**src/rtl/sha256_id_pkg.sv**
```systemverilog
// Shared types and widths for the SHA-256 ID issue/buffer path.
// An ID entry is the issued ID plus the last-ID marker that travels with it.
package sha256_id_pkg;

   localparam int ID_W     = 6;
   localparam int DIGEST_W = 256;

   typedef struct packed {
      logic [ID_W-1:0] id;
      logic            last;
   } id_entry_t;

endpackage

```
**src/rtl/sha256_id_fifo.sv**
```systemverilog
// In-order FIFO of ID entries with asynchronous reset and a synchronous clear.
// The head entry is presented combinationally so the consumer can capture it on its pop edge.
module sha256_id_fifo
   import sha256_id_pkg::*;
#(
   parameter int DEPTH = 4
) (
   input  logic      clk,
   input  logic      nrst,
   input  logic      sync_rst,
   input  logic      i_push,
   input  id_entry_t i_data,
   input  logic      i_pop,
   output id_entry_t o_data,
   output logic      o_full,
   output logic      o_empty
);

   localparam int PTR_W = $clog2(DEPTH);
   localparam int CNT_W = PTR_W + 1;

   id_entry_t        r_mem [DEPTH];
   logic [PTR_W-1:0] r_wr_ptr;
   logic [PTR_W-1:0] r_rd_ptr;
   logic [CNT_W-1:0] r_count;
   logic             w_push;
   logic             w_pop;

   assign o_full  = (r_count == CNT_W'(DEPTH));
   assign o_empty = (r_count == '0);
   // Guards keep count in 0..DEPTH even if a caller asserts push/pop out of turn.
   assign w_push  = i_push && !o_full && !sync_rst;
   assign w_pop   = i_pop && !o_empty && !sync_rst;
   assign o_data  = r_mem[r_rd_ptr];

   genvar gi;
   generate
      for (gi = 0; gi < DEPTH; gi++) begin : g_entry
         always_ff @(posedge clk) begin
            if (w_push && (r_wr_ptr == PTR_W'(gi))) begin
               r_mem[gi] <= i_data;
            end
         end
      end
   endgenerate

   always_ff @(posedge clk or negedge nrst) begin
      if (!nrst) begin
         r_wr_ptr <= '0;
         r_rd_ptr <= '0;
         r_count  <= '0;
      end else if (sync_rst) begin
         r_wr_ptr <= '0;
         r_rd_ptr <= '0;
         r_count  <= '0;
      end else begin
         if (w_push) begin
            r_wr_ptr <= (r_wr_ptr == PTR_W'(DEPTH - 1)) ? '0 : r_wr_ptr + 1'b1;
         end
         if (w_pop) begin
            r_rd_ptr <= (r_rd_ptr == PTR_W'(DEPTH - 1)) ? '0 : r_rd_ptr + 1'b1;
         end
         case ({w_push, w_pop})
            2'b10:   r_count <= r_count + 1'b1;
            2'b01:   r_count <= r_count - 1'b1;
            default: r_count <= r_count;
         endcase
      end
   end

endmodule

```
**src/rtl/sha256_id_buf.sv**
```systemverilog
// Holds issued IDs until their digests return, then emits {digest, id, last}
// through a single registered output stage. Digests return in issue order.
module sha256_id_buf
   import sha256_id_pkg::*;
#(
   parameter int DEPTH    = 4,
   parameter int ID_W     = 6,
   parameter int DIGEST_W = 256
) (
   input  logic                clk,
   input  logic                nrst,
   input  logic                en,
   input  logic                sync_rst,
   input  logic [ID_W-1:0]     id_in,
   input  logic                id_in_last,
   input  logic                id_in_valid,
   output logic                id_in_ready,
   input  logic [DIGEST_W-1:0] hash_in,
   input  logic                hash_in_valid,
   output logic                hash_in_ready,
   output logic [DIGEST_W-1:0] hash_out,
   output logic [ID_W-1:0]     hash_out_id,
   output logic                hash_out_last,
   output logic                hash_out_valid,
   input  logic                hash_out_ready
);

   id_entry_t           w_wr_entry;
   id_entry_t           w_head;
   logic                w_full;
   logic                w_empty;
   logic                w_out_free;
   logic                w_push;
   logic                w_load;

   logic [DIGEST_W-1:0] r_hash_out;
   logic [ID_W-1:0]     r_hash_out_id;
   logic                r_hash_out_last;
   logic                r_hash_out_valid;

   // The output stage can take a new beat when empty or when it is draining this cycle.
   assign w_out_free    = !r_hash_out_valid || hash_out_ready;
   assign id_in_ready   = en && !w_full;
   assign hash_in_ready = en && !w_empty && w_out_free;
   assign w_push        = id_in_valid && id_in_ready;
   assign w_load        = hash_in_valid && hash_in_ready;

   assign w_wr_entry.id   = id_in;
   assign w_wr_entry.last = id_in_last;

   sha256_id_fifo #(
      .DEPTH (DEPTH)
   ) u_fifo (
      .clk      (clk),
      .nrst     (nrst),
      .sync_rst (sync_rst),
      .i_push   (w_push),
      .i_data   (w_wr_entry),
      .i_pop    (w_load),
      .o_data   (w_head),
      .o_full   (w_full),
      .o_empty  (w_empty)
   );

   always_ff @(posedge clk or negedge nrst) begin
      if (!nrst) begin
         r_hash_out       <= '0;
         r_hash_out_id    <= '0;
         r_hash_out_last  <= 1'b0;
         r_hash_out_valid <= 1'b0;
      end else if (sync_rst) begin
         r_hash_out_valid <= 1'b0;
      end else if (w_load) begin
         r_hash_out       <= hash_in;
         r_hash_out_id    <= w_head.id;
         r_hash_out_last  <= w_head.last;
         r_hash_out_valid <= 1'b1;
      end else if (r_hash_out_valid && hash_out_ready) begin
         r_hash_out_valid <= 1'b0;
      end
   end

   assign hash_out       = r_hash_out;
   assign hash_out_id    = r_hash_out_id;
   assign hash_out_last  = r_hash_out_last;
   assign hash_out_valid = r_hash_out_valid;

endmodule

```
**config.mk**
```make
export PLATFORM = sky130hd
export DESIGN_NAME = sha256_id_buf
export DESIGN_NICKNAME = d
export VERILOG_FILES = /design/src/rtl/sha256_id_pkg.sv /design/src/rtl/sha256_id_fifo.sv /design/src/rtl/sha256_id_buf.sv
export SDC_FILE = /design/constraint.sdc
export NUM_CORES = 1
export LEC_CHECK = 0
export CAP_MARGIN = 10
export CORE_AREA = 2 2 206 208
export CTS_BUF_LIST = sky130_fd_sc_hd__clkbuf_8 sky130_fd_sc_hd__clkbuf_16
export DETAILED_ROUTE_END_ITERATION = 16
export DIE_AREA = 0 0 208 210
export PLACE_DENSITY = 0.66
export SLEW_MARGIN = 40
export SYNTH_ARGS = -nofsm -noshare
export SYNTH_HDL_FRONTEND = slang
export SYNTH_HIERARCHICAL = 1
export SYNTH_SLANG_ARGS = --single-unit
```
**constraint.sdc**
```tcl
create_clock -name clk -period 5.9 [get_ports clk]
set_input_delay 0.885 -clock clk [delete_from_list [all_inputs] [get_ports clk]]
set_output_delay 0.885 -clock clk [all_outputs]
set_load 0.05 [all_outputs]
```
Word level (Yosys, flattened, before mapping)
Memory sizes are Yosys's and may differ from the RTL's. A register that Yosys moved wholly into a read port is not among the register bits.
Index checks and enable logic that the tools add are counted.
{"block": "classes", "n_addsub": 4, "eq_ne": 7, "muxes": 28, "n_bitwise": 1, "n_reduce_logical": 30}
{"cell": "$mux W7", "n": 3}
{"cell": "$reduce_or A7 Y1", "n": 3}
{"cell": "$mux W2", "n": 9}
{"cell": "$logic_and A1 B1 Y1", "n": 14}
{"cell": "$mux W1", "n": 14}
{"cell": "$eq A2 B2 Y1 const B", "n": 4}
{"cell": "$pmux W3 S2", "n": 1}
{"cell": "$reduce_bool A3 Y1", "n": 2}
{"cell": "$logic_not A1 Y1", "n": 5}
{"cell": "$add A2 B1 Y2 const B", "n": 2}
{"cell": "$eq A2 B1 Y1 const B", "n": 2}
{"cell": "$reduce_bool A2 Y1", "n": 2}
{"cell": "$add A3 B1 Y3 const B", "n": 1}
{"cell": "$eq A3 B3 Y1 const B", "n": 1}
{"cell": "$logic_not A3 Y1", "n": 1}
{"cell": "$mux W3", "n": 1}
{"cell": "$sub A3 B1 Y3 const B", "n": 1}
{"cell": "$logic_not A2 Y1", "n": 1}
{"cell": "$reduce_and A2 Y1", "n": 1}
{"cell": "$logic_or A1 B1 Y1", "n": 1}
{"cell": "$not A1 Y1", "n": 1}
{"block": "totals", "ff_bits": 264, "ram_bits": 28, "input_bits": 270, "elab_cells": 76, "n_memories": 1}
{"name": "u_fifo.r_mem", "depth": 4, "word_bits": 7, "rd": 1, "rd_clocked_by_memory_dff": 1, "write_ports": 1, "line": "sha256_id_fifo.sv:22", "rtl": "id_entry_t r_mem [DEPTH];"}

Logic depth before layout (Yosys ltp)
{"block": "logic_depth", "word_depth": 13, "mapped_depth": 12, "mapped_depth_nobuf": 10}

Modules after synthesis
Netlist, hierarchy kept.
{"mod": "sha256_id_buf", "instances": 1, "cells_per_inst": 565, "area_each_um2": 9843.2}
{"mod": "sha256_id_fifo", "instances": 1, "cells_per_inst": 105, "area_each_um2": 1650.3}

Least setup slack after synthesis
OpenSTA, ideal clock, no wires.
{"block": "synth_path", "path_kind": "input to register", "start": "in hash_out_ready", "end": "reg u_fifo.r_count[1]", "setup_ps": 141, "t_arrival_ps": 3613, "path_slack_ps": 2146, "stages": 9, "n_path_buf": 1, "path_cell_list": "nor2b_1 > nor3b_1 > and2_1 > buf_4 > o31ai_4 > nor3_1 > fa_1 > a31oi_1 > a2111oi_2"}
{"block": "synth_via", "elab_chain_cells": 8, "word_cells_on_any_way": 10, "cone_classes": "eq/ne (2); mux (2); reduce/logical (6)"}
{"element": "from (decl)", "line": "sha256_id_buf.sv:25", "rtl": "input logic hash_out_ready"}
{"element": "$logic_or A1 B1 Y1 *", "line": "sha256_id_buf.sv:42", "rtl": "assign w_out_free = !r_hash_out_valid || hash_out_ready;"}
{"element": "$logic_and A1 B1 Y1 *", "line": "sha256_id_buf.sv:44", "rtl": "assign hash_in_ready = en && !w_empty && w_out_free;"}
{"element": "via hash_in_ready", "line": "sha256_id_buf.sv:20", "rtl": "output logic hash_in_ready,"}
{"element": "$logic_and A1 B1 Y1 *", "line": "sha256_id_buf.sv:46", "rtl": "assign w_load = hash_in_valid && hash_in_ready;"}
{"element": "via w_load", "line": "sha256_id_buf.sv:34", "rtl": "logic w_load;"}
{"element": "$logic_and A1 B1 Y1 * (2 in series)", "line": "sha256_id_fifo.sv:33", "rtl": "assign w_pop = i_pop && !o_empty && !sync_rst;"}
{"element": "$eq A2 B1 Y1 or $eq A2 B2 Y1 (tied branches)", "line": "sha256_id_fifo.sv:63", "rtl": "case ({w_push, w_pop})"}
{"element": "$pmux W3 S2", "line": "sha256_id_fifo.sv:63"}
{"element": "$mux W3", "line": "sha256_id_fifo.sv:52", "rtl": "end else if (sync_rst) begin"}
{"element": "to (signal assigned)", "line": "sha256_id_fifo.sv:64", "rtl": "2'b10: r_count <= r_count + 1'b1;"}
{"element": "to (signal assigned)", "line": "sha256_id_fifo.sv:65", "rtl": "2'b01: r_count <= r_count - 1'b1;"}
{"element": "to (signal assigned)", "line": "sha256_id_fifo.sv:66", "rtl": "default: r_count <= r_count;"}
{"element": "to (decl)", "line": "sha256_id_fifo.sv:25", "rtl": "logic [CNT_W-1:0] r_count;"}
The timed path passes the listed nets; every way through them passes the cells marked *.
A chain may end at the register's enable or synchronous reset.

Worst setup path in the final report
{"block": "layout_path", "start": "in hash_out_ready", "end": "out hash_in_ready"}
{"block": "layout_via", "elab_chain_cells": 2}
{"element": "$logic_or A1 B1 Y1", "line": "sha256_id_buf.sv:42"}
{"element": "$logic_and A1 B1 Y1", "line": "sha256_id_buf.sv:44"}
{"element": "to (decl)", "line": "sha256_id_buf.sv:20"}
No other way between the ends.

==> impl_metrics.toml <==
[place]
portBuffers = 535
place_congestion = 0.7353
hpwl_mm = 23.18

[yosys]
syn_avg_cell_area_um2 = 17.15
synth_top_cell_by_area = "dfrtp_1"
seq_area_frac_synth_pct = 66.32
synthCells = 670
synth_cell_type_count = 41
synth_compound_area_share_pct = 1.197
ys_warn_count = 6
synthTopCellsByArea = "dfrtp_1 (59%), mux2_2 (18%), mux2_1 (7.8%)"
yosysTopAreaCellShare_pct = 59.00
synth-xor-area-share_pct = 0.07620
yosysMostFrequentCell = "dfrtp_1"
ys_async_sr_fraction_pct = 90.64
syn_area_um2 = 11490
synthAdderAreaFrac_pct = 0.7185
synth_flop_cell = "dfrtp_1"
synthSimpleGateAreaFrac_pct = 1.905
ys_ff_latch = 299
synth_edf_count = 28
synth_top_family_by_area = "multiplexers"
muxShareOfSynthArea_pct = 27.23
netlist_top_cells_count = "dfrtp_1 (271), mux2_2 (183), mux2_1 (80)"
synth_nets = 946

[routing]
vias = 7746
vias_per_cell = 4.364
wl_met2_mm = 15.35
post-route-drc-count = 0
wl_per_cell_um = 17.88
wl_mm = 31.73
ant_nets = 0
routed.top_layer = "met4"
wl_met3_mm = 3.351
drtIter0Drc = 254
met1_length_mm = 12.24
dr.pass1.iters = 4

[worst_setup_path]
reg2reg_depth = 8
crit_start = "hash_out_ready"
critPathMostFrequentCell = "clkdlybuf4s50_1"
cp.buffers_inverters = 2
crit_type = "in -> out"
slowest_delay_ns = 0.86
r2r_start = "u_fifo/r_count[0]$_DFFE_PN0P_"
critical_path.startpoint_type = "input pin"
cp_slowest_cell = "clkdlybuf4s50_1"
path_depth = 4
path_cells = "clkdlybuf4s50_1 -> nor2b_1 -> nor3b_1 -> clkdlybuf4s50_1"
regToRegSetupSlack_ns = 2.97
cp-endpoint = "hash_in_ready"
endpoint_kind = "primary output"
reg2reg_to = "u_fifo/r_count[1]$_DFFE_PN0P_"
worstPathArrival_ns = 2.52
critical-path-top-delay-family = "buffers and inverters"
path_max_fanout = 3
crit_required_ns = 5.02

[die]
ioPinCount = 536
dieWidth_um = 208
rows = 75
die_h_um = 210
start_util_pct = 27.71
dieArea_um2 = 43680
coreArea_um2 = 41480

[status]
status = "finished, final reports clean"

[clocking]
cts_max_path_buffers = 3
clk_pin_slew_ns = 0.05
htree_num_levels = 2
cts_sinks = 299
ctsHoldBuffers = 0
cts-root-buf = "clkbuf_16"
post_cts_buffers = 0
cts_tree = "yes"
cts_made_buffers = 35
clk-insertion-delay-late_ns = 0.52
cts.repair.resized = 0

[run]
cap_violations = 0

[timing]
clock_skew_ns = 0.01654
period_share_pct = 57.70
rsz0062_at_grt = "false"
setup_viol = 0
tns_ns = 0
tightest_slew_ns = 0.6904
fin_hold_ws_ns = 0.3387
slew_violations = 0
hold_violations = 0
maxSlewHeadroom_pct = 53.97
fmax_mhz = 293.7
fin_crit_ns = 3.404

[grt]
grt_antenna_before_repair = 0
first_global_vias = 8732
grt.total_usage_pct = 14.28
grt_max_degree = 118
grt_pass1_wl_mm = 49.30
grt-ovfl-total = 0

[final_layout]
finalNetCount = 1486
regArea_um2 = 7622
fillers = 3736
diodes = 0
layout-drive-gt1-share_pct = 20.79
fin_util_pct = 44.71
area_growth_pct = 61.35
multi_input_area_um2 = 3586

[power]
irDropWorstVdd_v = 0.0002663
p_per_area_nw_per_um2 = 381.8
p_leak_uw = 0.007986
power_uw = 7080

[min_path]
hold_class = "in -> async"
placed cells by master, fill, tap and decap left out, drive strengths merged, types with 5 or more instances in the layout:
cell type,Yosys,routed
and2,6,6
edfxtp,28,28
mux4,7,7
clkdlybuf4s50,0,534
dfrtp,271,271
clkinv,0,11
ha,5,5
a21oi,6,6
clkbuf,2,40
inv,6,13
buf,35,6
mux2,263,263
report_power, final:
part	internal [uW]	switching [uW]	leakage [uW]	total (uW)
clock network	1350	850	0.000612	2200
registers	2390	161	0.00382	2550
logic	873	1460	0.00356	2330
total	4610	2470	0.00799	7080
flip-flops by register name, indices dropped and copies added, names as in the netlist:
name             cells
hash_out           256
u_fifo/r_mem        28
hash_out_id          6
u_fifo/r_count       3
u_fifo/r_rd_ptr      2
u_fifo/r_wr_ptr      2
hash_out_last        1
hash_out_valid       1
routing by layer:
| metal | track usage, % | up-vias |
|---|---|---|
| met5 | 0 | - |
| met4 | 5.136 | 0 |
| met1 | 16.18 | 3857 |
| met2 | 23.97 | 360 |
| met3 | 6.257 | 49 |
| li1 | - | 3480 |
worst min-delay path by stage:
stage               slack [ns]  cells after the start                             end                           start
floorplan                 0.56                      2  u_fifo/r_wr_ptr[1]$_DFFE_PN0P_  u_fifo/r_wr_ptr[1]$_DFFE_PN0P_
global placement          0.47                      1       hash_out[211]$_DFFE_PN0P_       hash_out[211]$_DFFE_PN0P_
detailed placement        0.47                      1       hash_out[214]$_DFFE_PN0P_       hash_out[214]$_DFFE_PN0P_
CTS                       0.35                      1       hash_out[208]$_DFFE_PN0P_                            nrst
global route              0.38                      1       hash_out[227]$_DFFE_PN0P_                            nrst
finish                    0.34                      1       hash_out[227]$_DFFE_PN0P_                            nrst
cell families after synthesis:
| kind of cell | count (synthesis) |
|---|---|
| fa+ha+maj | 6 |
| buf+inv | 43 |
| flops | 299 |
| mux | 271 |
| xor+xnor | 1 |
| simple gates | 32 |
| compound gates | 18 |
per-stage QoR:
| step | cell area (um2) | setup slack, ns | std cells |
|---|---|---|---|
| finish | 18550 | 2.496 | 1775 |
| CTS | 18550 | 2.454 | 1775 |
| global route | 18550 | 2.318 | 1775 |
| detailed placement | 17370 | 2.214 | 1712 |
| global placement | 17340 | 2.361 | 1711 |
| floorplan | 11490 | 2.146 | 670 |
area by class of cell:
class | instances | area share [%]
clock inverters | 23 | 1.140
inverters | 6 | 0.1349
flip-flops and latches | 299 | 41.10
well taps | 539 | 3.636
repair buffers | 540 | 29.44
clock buffers | 40 | 5.215
multi-input cells | 328 | 19.34
Power figures use the tool's default switching activity.
